File: src/rtl/pq_pkg.sv
// Shared types for the priority-queue op scheduler.
// Op encoding: bit0 drives the queue write pulse, bit1 the read pulse.
package pq_pkg;

  localparam int PQ_DATA_WIDTH = 16;

  typedef enum logic [1:0] {
    OP_NONE = 2'd0,
    OP_ENQ  = 2'd1,
    OP_DEQ  = 2'd2,
    OP_REP  = 2'd3
  } op_e;

  typedef enum logic {
    IDLE,
    SETTLE
  } sched_state_e;

endpackage

File: src/rtl/pq_op_scheduler_if.sv
// Stream, result and queue-side signals of the op scheduler.
// The slave modport is the scheduler's view.
interface pq_op_scheduler_if
  import pq_pkg::*;
#(
  parameter int DATA_WIDTH = PQ_DATA_WIDTH
);

  logic                  i_push_valid;
  logic                  o_push_ready;
  logic [DATA_WIDTH-1:0] i_push_data;
  logic                  i_pop_req_valid;
  logic                  o_pop_req_ready;
  logic                  o_pop_valid;
  logic [DATA_WIDTH-1:0] o_pop_data;
  logic                  i_pop_ready;
  logic                  o_q_wrt;
  logic                  o_q_read;
  logic [DATA_WIDTH-1:0] o_q_data;
  logic                  i_q_full;
  logic                  i_q_empty;
  logic [DATA_WIDTH-1:0] i_q_data;

  modport slave (
    input  i_push_valid, i_push_data,
    input  i_pop_req_valid, i_pop_ready,
    input  i_q_full, i_q_empty, i_q_data,
    output o_push_ready, o_pop_req_ready,
    output o_pop_valid, o_pop_data,
    output o_q_wrt, o_q_read, o_q_data
  );

  modport master (
    output i_push_valid, i_push_data,
    output i_pop_req_valid, i_pop_ready,
    output i_q_full, i_q_empty, i_q_data,
    input  o_push_ready, o_pop_req_ready,
    input  o_pop_valid, o_pop_data,
    input  o_q_wrt, o_q_read, o_q_data
  );

endinterface

File: src/rtl/sync_fifo.sv
// Small synchronous FIFO with a combinational head output.
// DEPTH must be a power of two, at least 2.
module sync_fifo #(
  parameter int DATA_WIDTH = 16,
  parameter int DEPTH      = 4
) (
  input  logic                  CLK,
  input  logic                  RST,
  input  logic                  push,
  input  logic                  pop,
  input  logic [DATA_WIDTH-1:0] wdata,
  output logic                  full,
  output logic                  empty,
  output logic [DATA_WIDTH-1:0] head
);

  localparam int AW = $clog2(DEPTH);

  logic [DATA_WIDTH-1:0] mem [DEPTH];
  logic [AW-1:0]         wr_ptr;
  logic [AW-1:0]         rd_ptr;
  logic [AW:0]           cnt;
  logic                  wr;
  logic                  rd;

  assign wr    = push && !full;
  assign rd    = pop && !empty;
  assign full  = (cnt == (AW+1)'(DEPTH));
  assign empty = (cnt == '0);
  assign head  = mem[rd_ptr];

  always_ff @(posedge CLK) begin
    if (wr) mem[wr_ptr] <= wdata;
  end

  always_ff @(posedge CLK) begin
    if (RST) begin
      wr_ptr <= '0;
      rd_ptr <= '0;
      cnt    <= '0;
    end else begin
      if (wr) wr_ptr <= wr_ptr + 1'b1;
      if (rd) rd_ptr <= rd_ptr + 1'b1;
      cnt <= cnt + (AW+1)'(wr) - (AW+1)'(rd);
    end
  end

endmodule

File: src/rtl/pq_op_scheduler.sv
// Issues enqueue/dequeue/replace pulses to the priority queue,
// one op per slot with a settle gap after each.
module pq_op_scheduler
  import pq_pkg::*;
#(
  parameter int DATA_WIDTH = PQ_DATA_WIDTH,
  parameter int BUF_DEPTH  = 4,
  parameter int OP_GAP     = 5
) (
  input logic             CLK,
  input logic             RST,
  pq_op_scheduler_if.slave bus
);

  localparam int GW = (OP_GAP > 1) ? $clog2(OP_GAP) : 1;

  sched_state_e          state;
  sched_state_e          state_n;
  op_e                   op;
  logic [GW-1:0]         gap_cnt;
  logic                  rdy_q;
  logic                  pop_pend;
  logic                  buf_full;
  logic                  buf_empty;
  logic [DATA_WIDTH-1:0] buf_head;
  logic                  push_acc;
  logic                  pop_acc;
  logic                  can_rep;
  logic                  can_deq;
  logic                  can_enq;
  logic                  q_wrt_r;
  logic                  q_read_r;
  logic [DATA_WIDTH-1:0] q_data_r;
  logic                  pop_valid_r;
  logic [DATA_WIDTH-1:0] pop_data_r;

  assign bus.o_push_ready    = rdy_q && !buf_full;
  assign bus.o_pop_req_ready = rdy_q && !pop_pend && !pop_valid_r;
  assign bus.o_pop_valid     = pop_valid_r;
  assign bus.o_pop_data      = pop_data_r;
  assign bus.o_q_wrt         = q_wrt_r;
  assign bus.o_q_read        = q_read_r;
  assign bus.o_q_data        = q_data_r;

  assign push_acc = bus.i_push_valid && bus.o_push_ready;
  assign pop_acc  = bus.i_pop_req_valid && bus.o_pop_req_ready;

  // Mutually exclusive forms of the priority order
  assign can_rep = pop_pend && !bus.i_q_empty && !buf_empty;
  assign can_deq = pop_pend && !bus.i_q_empty && buf_empty;
  assign can_enq = !buf_empty && !bus.i_q_full &&
                   !(pop_pend && !bus.i_q_empty);

  sync_fifo #(
    .DATA_WIDTH (DATA_WIDTH),
    .DEPTH      (BUF_DEPTH)
  ) u_buf (
    .CLK   (CLK),
    .RST   (RST),
    .push  (push_acc),
    .pop   (op[0]),
    .wdata (bus.i_push_data),
    .full  (buf_full),
    .empty (buf_empty),
    .head  (buf_head)
  );

  always_ff @(posedge CLK) begin
    if (RST) state <= IDLE;
    else     state <= state_n;
  end

  always_comb begin
    op      = OP_NONE;
    state_n = state;
    unique case (state)
      IDLE: begin
        unique case (1'b1)
          can_rep: op = OP_REP;
          can_deq: op = OP_DEQ;
          can_enq: op = OP_ENQ;
          default: op = OP_NONE;
        endcase
        if (op != OP_NONE && OP_GAP > 0) state_n = SETTLE;
      end
      SETTLE: begin
        if (int'(gap_cnt) >= OP_GAP - 1) state_n = IDLE;
      end
    endcase
  end

  always_ff @(posedge CLK) begin
    if (RST) begin
      rdy_q       <= 1'b0;
      gap_cnt     <= '0;
      pop_pend    <= 1'b0;
      q_wrt_r     <= 1'b0;
      q_read_r    <= 1'b0;
      q_data_r    <= '0;
      pop_valid_r <= 1'b0;
      pop_data_r  <= '0;
    end else begin
      rdy_q    <= 1'b1;
      q_wrt_r  <= op[0];
      q_read_r <= op[1];
      if (op[0]) q_data_r <= buf_head;
      if (state == SETTLE && state_n == SETTLE)
        gap_cnt <= gap_cnt + 1'b1;
      else
        gap_cnt <= '0;
      if (pop_acc)    pop_pend <= 1'b1;
      else if (op[1]) pop_pend <= 1'b0;
      if (op[1]) begin
        pop_valid_r <= 1'b1;
        pop_data_r  <= bus.i_q_data;
      end else if (pop_valid_r && bus.i_pop_ready) begin
        pop_valid_r <= 1'b0;
      end
    end
  end

endmodule

File: src/flat_wrapper.sv
// flat-port wrapper written by rule: the top's interface ports become plain ports
module pq_op_scheduler_flat import pq_pkg::*;
#(
  parameter int DATA_WIDTH = PQ_DATA_WIDTH,
  parameter int BUF_DEPTH  = 4,
  parameter int OP_GAP     = 5
)
  (CLK, RST, bus_i_push_valid, bus_i_push_data, bus_i_pop_req_valid, bus_i_pop_ready, bus_i_q_full, bus_i_q_empty, bus_i_q_data, bus_o_push_ready, bus_o_pop_req_ready, bus_o_pop_valid, bus_o_pop_data, bus_o_q_wrt, bus_o_q_read, bus_o_q_data);
  pq_op_scheduler_if #(.DATA_WIDTH(DATA_WIDTH)) bus_i ();
  input logic CLK;
  input logic RST;
  input wire logic [$bits(bus_i.i_push_valid)-1:0] bus_i_push_valid;
  input wire logic [$bits(bus_i.i_push_data)-1:0] bus_i_push_data;
  input wire logic [$bits(bus_i.i_pop_req_valid)-1:0] bus_i_pop_req_valid;
  input wire logic [$bits(bus_i.i_pop_ready)-1:0] bus_i_pop_ready;
  input wire logic [$bits(bus_i.i_q_full)-1:0] bus_i_q_full;
  input wire logic [$bits(bus_i.i_q_empty)-1:0] bus_i_q_empty;
  input wire logic [$bits(bus_i.i_q_data)-1:0] bus_i_q_data;
  output wire logic [$bits(bus_i.o_push_ready)-1:0] bus_o_push_ready;
  output wire logic [$bits(bus_i.o_pop_req_ready)-1:0] bus_o_pop_req_ready;
  output wire logic [$bits(bus_i.o_pop_valid)-1:0] bus_o_pop_valid;
  output wire logic [$bits(bus_i.o_pop_data)-1:0] bus_o_pop_data;
  output wire logic [$bits(bus_i.o_q_wrt)-1:0] bus_o_q_wrt;
  output wire logic [$bits(bus_i.o_q_read)-1:0] bus_o_q_read;
  output wire logic [$bits(bus_i.o_q_data)-1:0] bus_o_q_data;
  assign bus_i.i_push_valid = bus_i_push_valid;
  assign bus_i.i_push_data = bus_i_push_data;
  assign bus_i.i_pop_req_valid = bus_i_pop_req_valid;
  assign bus_i.i_pop_ready = bus_i_pop_ready;
  assign bus_i.i_q_full = bus_i_q_full;
  assign bus_i.i_q_empty = bus_i_q_empty;
  assign bus_i.i_q_data = bus_i_q_data;
  assign bus_o_push_ready = bus_i.o_push_ready;
  assign bus_o_pop_req_ready = bus_i.o_pop_req_ready;
  assign bus_o_pop_valid = bus_i.o_pop_valid;
  assign bus_o_pop_data = bus_i.o_pop_data;
  assign bus_o_q_wrt = bus_i.o_q_wrt;
  assign bus_o_q_read = bus_i.o_q_read;
  assign bus_o_q_data = bus_i.o_q_data;
  pq_op_scheduler #(.DATA_WIDTH(DATA_WIDTH), .BUF_DEPTH(BUF_DEPTH), .OP_GAP(OP_GAP)) u_core (.CLK(CLK), .RST(RST), .bus(bus_i));
endmodule
File: config.mk
export PLATFORM = sky130hd
export DESIGN_NAME = pq_op_scheduler_flat
export DESIGN_NICKNAME = d
export VERILOG_FILES = /design/src/rtl/pq_pkg.sv /design/src/rtl/pq_op_scheduler_if.sv /design/src/rtl/sync_fifo.sv /design/src/rtl/pq_op_scheduler.sv /design/src/flat_wrapper.sv
export SDC_FILE = /design/constraint.sdc
export NUM_CORES = 1
export LEC_CHECK = 0
export CAP_MARGIN = 20
export CORE_ASPECT_RATIO = 0.5
export CORE_MARGIN = 4
export CORE_UTILIZATION = 25
export DETAILED_ROUTE_END_ITERATION = 10
export GPL_TIMING_DRIVEN = 0
export SYNTH_ARGS = -nofsm -noshare
export SYNTH_HDL_FRONTEND = slang
export SYNTH_HIERARCHICAL = 1
export SYNTH_SLANG_ARGS = --single-unit
File: constraint.sdc
create_clock -name CLK -period 3.23 [get_ports CLK]
set_input_delay 0.8075 -clock CLK [delete_from_list [all_inputs] [get_ports CLK]]
set_output_delay 0.8075 -clock CLK [all_outputs]
set_load 0.005 [all_outputs]
---- After elaboration in Yosys (flattened, before gate mapping) ----
Memories as Yosys holds them, arrays and structs flattened. A register that Yosys moved wholly into a read port is not among the register bits.
Cells that the tools add are included.
cells by class
  add/sub/neg operators ................... 5
  $mul .................................... 0
  div/mod/pow operators ................... 0
  $lt $le $gt $ge ......................... 1
  equality and inequality tests ........... 1
  shift-type cells ........................ 0
  multiplexer cells ....................... 13
  bitwise logic cells ..................... 2
  reduce and logical (&&, ||, !) cells .... 26
operators by type and width
  operator                                      count
  logical AND 1 bit                             14
  2-to-1 mux 1 bit                              9
  logical NOT 1 bit                             7
  case mux 2 bit (3 select lines)               1
  nonzero test 2 bit                            3
  adder 2 x 1 -> 2 bit (second input constant)  2
  2-to-1 mux 2 bit                              2
  adder 3 x 1 -> 3 bit                          1
  adder 3 x 1 -> 3 bit (second input constant)  1
  equality test 3 bit (second input constant)   1
  >= comparator 3 bit (second input constant)   1
  logical NOT 3 bit                             1
  subtractor 3 x 1 -> 3 bit                     1
  inverter 1 bit                                2
  case mux 1 bit (2 select lines)               1
  OR reduction 2 bit                            1
storage, ports and cells
  bits in registers ....................... 32
  latch bits .............................. 0
  memory bits (writable) .................. 64
  ROM bits ................................ 0
  logic and storage cells ................. 60
  memories kept ........................... 1
memory list
  name              words  width  read ports  clocked after Yosys merged registers in  wr ports  line             text
  u_core.u_buf.mem  4      16     1           1                                        1         sync_fifo.sv:19  logic [DATA_WIDTH-1:0] mem [DEPTH];

---- Logic depth before layout (Yosys ltp) ----
Gate-level depths: netlist of run 1.
  depth in word-level cells ............... 12
  mapped depth ............................ 13
  depth with buffers taken out ............ 13

---- Cells and area by module ----
The synthesis of run 1 kept the hierarchy.
by module, submodules not included
  module           instances  cells an instance  area an instance (µm²)  sequential area each (µm²)
  sync_fifo        1          135                2,820.2                 2,102.0
  pq_op_scheduler  1          168                1,507.7                 820.8

---- Least setup slack after synthesis of run 1 ----
No wires, ideal clock.
  path type ............................... input-to-reg
  start point ............................. in bus_i_q_empty
  end point ............................... reg u_core.u_buf.cnt[2]
  arrival ................................. 2,697 ps
  setup slack ............................. 408 ps
  stages on the path ...................... 13
  path buffers ............................ 1
  path through ............................ nand2b_1 a211o_4 inv_6 buf_12 o31ai_2 inv_1 ha_1 inv_1 ha_1 fa_1 xnor2_1 xnor2_1 nor2_1
between the ends
  cells in the longest elaborated chain, start to end .. 9
  elaborated cells between the ends (all ways) .. 11
  those cells by class .................... add/sub (1); mux (3); reduce/logical (7)
ends and longest elaborated chain
  what                                 line                                                                 text
  start: declaration                   flat_wrapper.sv:17                                                   input wire logic [$bits(bus_i.i_q_empty)-1:0] bus_i_q_empty;
  logical NOT 1 bit (*)                pq_op_scheduler.sv:49, pq_op_scheduler.sv:50, pq_op_scheduler.sv:52
  logical AND 1 bit (*)                pq_op_scheduler.sv:49, pq_op_scheduler.sv:50, pq_op_scheduler.sv:52
  logical NOT 1 bit                    pq_op_scheduler.sv:52                                                !(pop_pend && !bus.i_q_empty);
  logical AND 1 bit                    pq_op_scheduler.sv:51                                                assign can_enq = !buf_empty && !bus.i_q_full &&
  case mux 2 bit (3 select lines) (*)  pq_op_scheduler.sv:78                                                unique case (1'b1)
  2-to-1 mux 2 bit (*) (2 in a row)    pq_op_scheduler.sv:76                                                unique case (state)
  named net u_core.op[0]               pq_op_scheduler.sv:19                                                op_e op;
  logical AND 1 bit (*)                sync_fifo.sv:27                                                      assign rd = pop && !empty;
  named net u_core.u_buf.rd            sync_fifo.sv:24                                                      logic rd;
  subtractor 3 x 1 -> 3 bit (*)        sync_fifo.sv:44                                                      cnt <= cnt + (AW+1)'(wr) - (AW+1)'(rd);
  end signal: assignment               sync_fifo.sv:44
  end: declaration                     sync_fifo.sv:22                                                      logic [AW:0] cnt;
Mark *: on every way through the listed nets, which the timed path passes. The rest lies on a longest branch. The select of a mux whose other input is x is not followed.
A chain may end at the register's enable or synchronous reset.

---- Worst setup path in the final report of run 1 ----
Ends and elaborated chain as after synthesis.

==> results of run 1 <==
## critical path, cell delays in order
cell,delay (ps)
clkdlybuf4s50_1,450
nand2b_1,180
a211o_4,370
inv_6,130
buf_12,160
o31ai_2,90
inv_1,70
ha_1,110
inv_1,40
ha_1,180
fa_1,380
xnor2_1,170
xnor2_1,140
nor2_1,50
## cell type report
cell class / count / area share
sequential: 114 / 0.490
multi-input combinational: 165 / 0.212
timing repair buffer: 75 / 0.126
clock buffer: 18 / 0.0719
tap: 227 / 0.0476
clock inverter: 14 / 0.0298
buffer: 14 / 0.0163
inverter: 10 / 0.00713
## layout by cell type, fill, tap and decap left out, drive strengths merged, types with 2 or more instances in the layout
| cell | synthesis | layout |
|---|---|---|
| ha | 7 | 7 |
| and2 | 7 | 7 |
| edfxtp | 64 | 64 |
| mux4 | 16 | 16 |
| clkinv | 0 | 3 |
| nor3 | 2 | 2 |
| nor2 | 8 | 8 |
| o21ai | 2 | 2 |
| xnor2 | 2 | 2 |
| nand2 | 65 | 65 |
| a21oi | 19 | 19 |
| clkinvlp | 0 | 4 |
| nor3b | 3 | 3 |
| nand2b | 5 | 5 |
| buf | 9 | 9 |
| or3 | 2 | 2 |
| clkdlybuf4s50 | 0 | 75 |
| dfxtp | 50 | 50 |
| inv | 10 | 14 |
| bufinv | 0 | 3 |
| nor2b | 3 | 3 |
| mux2i | 17 | 17 |
| clkbuf | 5 | 23 |
## worst min-delay path by stage
stage                                            start                      endpoint  cells past startpoint
after floorplan           u_core/gap_cnt[0]$_SDFF_PP0_  u_core/gap_cnt[0]$_SDFF_PP0_                      1
after global placement    u_core/gap_cnt[0]$_SDFF_PP0_  u_core/gap_cnt[0]$_SDFF_PP0_                      1
after detailed placement  u_core/gap_cnt[0]$_SDFF_PP0_  u_core/gap_cnt[0]$_SDFF_PP0_                      1
after CTS                 u_core/gap_cnt[0]$_SDFF_PP0_  u_core/gap_cnt[0]$_SDFF_PP0_                      1
after global routing      u_core/gap_cnt[0]$_SDFF_PP0_  u_core/gap_cnt[0]$_SDFF_PP0_                      1
final                     u_core/gap_cnt[0]$_SDFF_PP0_  u_core/gap_cnt[0]$_SDFF_PP0_                      1
## stage by stage
step | instance area [um^2] | hold WS (ps) | instances | worst slack [ps]
floorplan | 4330 | 405 | 303 | 408
global placement | 5360 | 417 | 605 | -227
detailed placement | 5360 | 435 | 605 | -237
CTS | 5970 | 443 | 637 | 189
global route | 5970 | 462 | 637 | 83.0
finish | 5970 | 447 | 637 | 195
## metal layers
metal,track usage,routed length (um),share of wire,vias to the layer above
met4,0.0405,91,0.010,0
met1,0.109,3830,0.42,1245
met2,0.166,4610,0.51,51
met5,0,0,0,-
li1,-,-,-,1269
met3,0.0377,509,0.056,8
## power breakdown
part           leakage [uW]  total [uW]  internal, uW  switching (uW)
Clock              0.000284        1900          1220             678
Sequential         0.000987        1750          1670            79.3
Combinational      0.000754         704           401             304
Total               0.00202        4350          3290            1060
## sequential cells by signal, indices dropped and copies added (netlist names), 2 cells and up, named ones only
signal	count
u_core/u_buf/rd_ptr	2
u_core/u_buf/cnt	3
u_core/u_buf/mem	64
u_core/bus.o_pop_data	16
u_core/u_buf/wr_ptr	2
u_core/bus.o_q_data	16
u_core/gap_cnt	3
## logic make-up after synthesis
| kind of cell | after synthesis | synth area share |
|---|---|---|
| compound gates | 25 | 0.0344 |
| buf+inv | 24 | 0.0324 |
| mux | 33 | 0.126 |
| xor+xnor | 3 | 0.00607 |
| simple gates | 96 | 0.101 |
| fa+ha+maj | 8 | 0.0249 |
| flops | 114 | 0.675 |
==> summary.txt, run 1 <==
Detailed routing
  – First DRT Iteration DRCs: between 100 and 150
  – Final WL: ~9000 um
  – Pre-antenna DRT Iters: 4
  – Final ANT Viol Nets: 0
  – Vias per inst: just over 4
  – Routed vias: around 2600
  – Drt wl/cell: about 14 um
  – # DRC: 0

GRT
  – First-pass GRT wire length: 14200 um
  – Initial antenna violation count: 0
  – Total gr overflow: 0
  – Largest net degree at the start of global routing: 17
  – Total track usage: 0.0965
  – Vias in the first global route: 2661

Yosys
  – Post-synthesis instance area: between 4000 and 5000 um^2
  – Area contributors post-synth: edfxtp_1, dfxtp_1, mux4_2
  – Warnings, synthesis: 6
  – Main synth FF type: edfxtp_1
  – Synth area leader: edfxtp_1
  – Cell variety after synth: 33
  – Yosys reg bits: ~110
  – Top post-synthesis cells by count: nand2_1, edfxtp_1, dfxtp_1
  – Most frequent cell after synthesis: nand2_1
  – Ys async rst share: 0
  – Post-synth EDFFs: 64
  – Syn Area/Cell: between 10 and 15 um^2
  – Syn nets: between 300 and 400
  – Syn Inst Count: a little over 300
  – Top-area cell type share of the netlist area: 0.444
  – Sequential area share after synthesis: 0.675

Floorplan
  – Row count: 33
  – Initial core utilization: 0.259
  – Chip height: slightly above 100 um
  – Die area: approximately 20000 um^2
  – Core area: around 17000 um^2
  – Ports: between 70 and 80
  – Die X-Extent: 194 um

CTS
  – CTS resizes: 0
  – Clock sinks: around 110
  – CTS Buf Count: 17
  – Post-CTS Setup Bufs: 0
  – Worst-Skew Late Latency: 410 ps
  – Root buf cell: clkbuf_16
  – # hold bufs at CTS: 0
  – CTS tree: yes
  – Bufs on Longest Clock Path: 2
  – Register clock-pin slew on the reported worst setup and hold paths: about 60 ps
  – H-Tree Depth: 4

Worst setup path
  – Worst EP arrival: 3320 ps
  – Crit path from: bus_i_q_empty
  – R2r startpoint: u_core/u_buf/cnt[1]$_SDFF_PP0_
  – Setup CP Type: input port to flip-flop
  – Startpoint Class: input port
  – Critical path capture point: u_core/u_buf/cnt[2]$_SDFF_PP0_
  – Req. time, crit path: about 3500 ps
  – Max FO, Critical Path: 11
  – R2r endpoint: u_core/u_buf/cnt[2]$_SDFF_PP0_
  – Worst R2R Setup Slack: 540 ps
  – R2R depth: 13
  – Setup crit end kind: flip-flop

Finish
  – Multi-input logic area: between 1000 and 1500 um^2
  – Synth-to-Final Area Change: 37.9%
  – Post-layout util: 0.358
  – N_diodes: 0
  – Layout net count: between 400 and 500
  – Share of layout cells above drive strength 1: 0.137
  – Filler cells: around 1600
  – Sequential cell area: approximately 3000 um^2

STA
  – Peak Freq: 0.329 GHz
  – Slew margin rel.: 0.389
  – RSZ-0062 raised after global routing: no
  – Clk_skew: roughly 9 ps
  – Tmin final: 3040 ps
  – Final TNS setup: 0 ps
  – Tcrit/Tclk final: 0.940
  – Hold Fails Final Rpt: 0
  – Slew Viols, Final: 0
  – Worst slew pin tran: 916 ps
  – Final setup vio count: 0

Min path
  – Min-delay worst type: flip-flop to flip-flop

Placed design
  – Placer congestion estimate: roughly 0.69
  – Hpwl dp: 6060 um
  – Buffers on Ports: 75

Pwr
  – Leakage: just over 0.002 uW
  – Pwr Density: 729 nW/um^2
  – Total power draw: approximately 4400 uW
  – Peak VDD IR: around 0.30 mV

Job
  – Max-Cap Viols: 0

Outcome
  – Status: complete, no violations
No activity file was read; power rests on OpenSTA's default activity.
==> inputs of run 2 (changes only) <==
- CAP_MARGIN: 20 -> unset
==> results of run 2 <==
No change in the layout: final DEF, timing and power equal those of run 1.
==> inputs of run 3 (changes only) <==
- ABC_AREA: unset -> 1
- PLACE_DENSITY: unset -> 0.55
==> summary.txt, run 3 <==
Finish
  – N_diodes: 0
  – Multi-input logic area: between 1000 and 1500 um^2
  – Final instance area: between 6000 and 7000 um^2
  – Most frequent cells in the layout: clkdlybuf4s50_1, nor2_1, edfxtp_1, nand2_1, dfxtp_1
  – Layout net count: about 590
  – Share of layout cells above drive strength 1: 0.118
  – Biggest register: u_core/u_buf/mem
  – Filler cells: 1746
  – Max reg flops: 64
  – Synth-to-Final Area Change: 36.8%
  – Most common cell after layout, fill and taps aside: clkdlybuf4s50_1
  – Final Non-Filler Cells: slightly below 800
  – Sequential cell area: between 2000 and 3000 um^2

Detailed routing
  – First DRT Iteration DRCs: ~210
  – Final WL: 11000 um
  – Pre-antenna DRT Iters: 4
  – Drt wl/cell: about 14 um
  – Final ANT Viol Nets: 0
  – Vias per inst: about 4.3
  – # DRC: 0
  – Routed vias: around 3400

Yosys
  – Top-area cell type share of the netlist area: 0.428
  – Syn Area/Cell: 10.2 um^2
  – Post-synth EDFFs: 64
  – Main synth FF type: edfxtp_1
  – Yosys reg bits: 114
  – Syn nets: ~500
  – Sequential area share after synthesis: 0.651
  – Area contributors post-synth: edfxtp_1, dfxtp_1, nor2_1
  – Synth area leader: edfxtp_1
  – Top post-synthesis cells by count: nor2_1, edfxtp_1, nand2_1
  – Syn Inst Count: between 400 and 500
  – Ys async rst share: 0
  – Post-synthesis instance area: around 4500 um^2
  – Most frequent cell after synthesis: nor2_1
  – Warnings, synthesis: 6
  – Cell variety after synth: 22

Floorplan
  – Die X-Extent: slightly below 200 um
  – Ports: 76
  – Initial core utilization: 0.257
  – Chip height: a little over 100 um
  – Core area: between 15000 and 20000 um^2
  – Die area: between 20000 and 25000 um^2
  – Row count: 34

Placed design
  – Hpwl dp: 7560 um
  – Placed insts: approximately 750
  – Buffers on Ports: 75
  – Placer congestion estimate: 0.713
  – Pre-CTS WS: -88.0 ps
  – Placed Area: 5580 um^2

CTS
  – Clock sinks: 114
  – CTS tree: yes
  – Register clock-pin slew on the reported worst setup and hold paths: 50 ps
  – CTS Buf Count: 17
  – Root buf cell: clkbuf_16
  – Worst-Skew Late Latency: a little over 400 ps
  – Bufs on Longest Clock Path: 2
  – H-Tree Depth: 4
  – Post-CTS Setup Bufs: 0
  – # hold bufs at CTS: 0
  – CTS resizes: 0

Worst setup path
  – Worst EP arrival: around 3200 ps
  – Req. time, crit path: approximately 3500 ps
  – Worst R2R Setup Slack: 580 ps
  – Setup crit end kind: flip-flop
  – Max FO, Critical Path: 5
  – Startpoint Class: input port
  – Setup CP Type: input port to flip-flop

Pwr
  – Pwr Density: 758 nW/um^2
  – Peak VDD IR: 0.366 mV
  – Leakage: approximately 0.0023 uW

STA
  – Slew Viols, Final: 0
  – Hold Fails Final Rpt: 0
  – RSZ-0062 raised after global routing: no
  – Worst slew pin tran: a little over 900 ps
  – Setup ws final: approximately 340 ps
  – Tcrit/Tclk final: 0.893
  – Peak Freq: roughly 0.35 GHz
  – Slew margin rel.: 0.376
  – Final setup vio count: 0
  – Clk_skew: between 10 and 15 ps
  – Tmin final: slightly below 3000 ps

Min path
  – Min-delay worst type: flip-flop to flip-flop

GRT
  – Total track usage: 0.111
  – Vias in the first global route: between 3000 and 4000
  – Total gr overflow: 0
  – Initial antenna violation count: 0
  – Largest net degree at the start of global routing: 17
  – First-pass GRT wire length: 17500 um

Job
  – Max-Cap Viols: 0

Outcome
  – Status: complete, no violations
run 3: worst max-delay path, stage by stage:
cell             delay (ps)
clkdlybuf4s50_1         480
nor3b_1                 440
nand2_1                 300
ha_1                    360
inv_1                    40
ha_1                    180
fa_1                    380
a21oi_1                 140
nor2_1                   60
run 3: power by group:
group	internal [uW]	total (uW)	switching, uW	leakage (uW)
logic	481	1110	633	0.00103
clock network	1060	1750	683	0.000261
registers	1710	1800	86.3	0.000988
total	3260	4660	1400	0.00228
run 3: cell families after synthesis:
group / synth area share
and+or+nand+nor: 0.154
DFF: 0.651
adders and majority gates: 0.0240
buffers and inverters: 0.0686
AOI/OAI and AO/OA: 0.103
run 3: final cells by class:
class,instances,area share
Buffer,23,0.0226
Multi-Input combinational cell,259,0.207
Clock inverter,14,0.0212
Inverter,45,0.0275
Tap cell,234,0.0477
Sequential cell,114,0.476
Clock buffer,18,0.0699
Timing Repair Buffer,78,0.129
run 3: metal layers:
| layer | wire length (um) | track usage | up-vias |
|---|---|---|---|
| met4 | 47 | 0.0397 | 0 |
| met2 | 5180 | 0.177 | 50 |
| li1 | - | - | 1711 |
| met1 | 5420 | 0.150 | 1603 |
| met5 | 0 | 0 | - |
| met3 | 316 | 0.0268 | 4 |
run 3: path summary, 6_finish.rpt:
check | start | depth (start not counted) | end
min reg2reg | u_core/gap_cnt[0]$_SDFF_PP0_ | 1 | u_core/gap_cnt[0]$_SDFF_PP0_
min | u_core/gap_cnt[0]$_SDFF_PP0_ | 1 | u_core/gap_cnt[0]$_SDFF_PP0_
max reg2reg | u_core/u_buf/cnt[1]$_SDFF_PP0_ | 11 | u_core/u_buf/cnt[2]$_SDFF_PP0_
max | bus_i_push_valid | 9 | u_core/u_buf/cnt[2]$_SDFF_PP0_
run 3: through the flow:
step / hold WS, ps / setup TNS (ps) / total power (uW) / util
finish: 449 / 0 / 4660 / 0.351
CTS: 444 / 0 / 4720 / 0.351
detailed placement: 431 / -141 / 2950 / 0.319
global route: 471 / 0 / 4940 / 0.351
global placement: 407 / -27360 / 2920 / 0.316
floorplan: 399 / 0 / 2470 / -
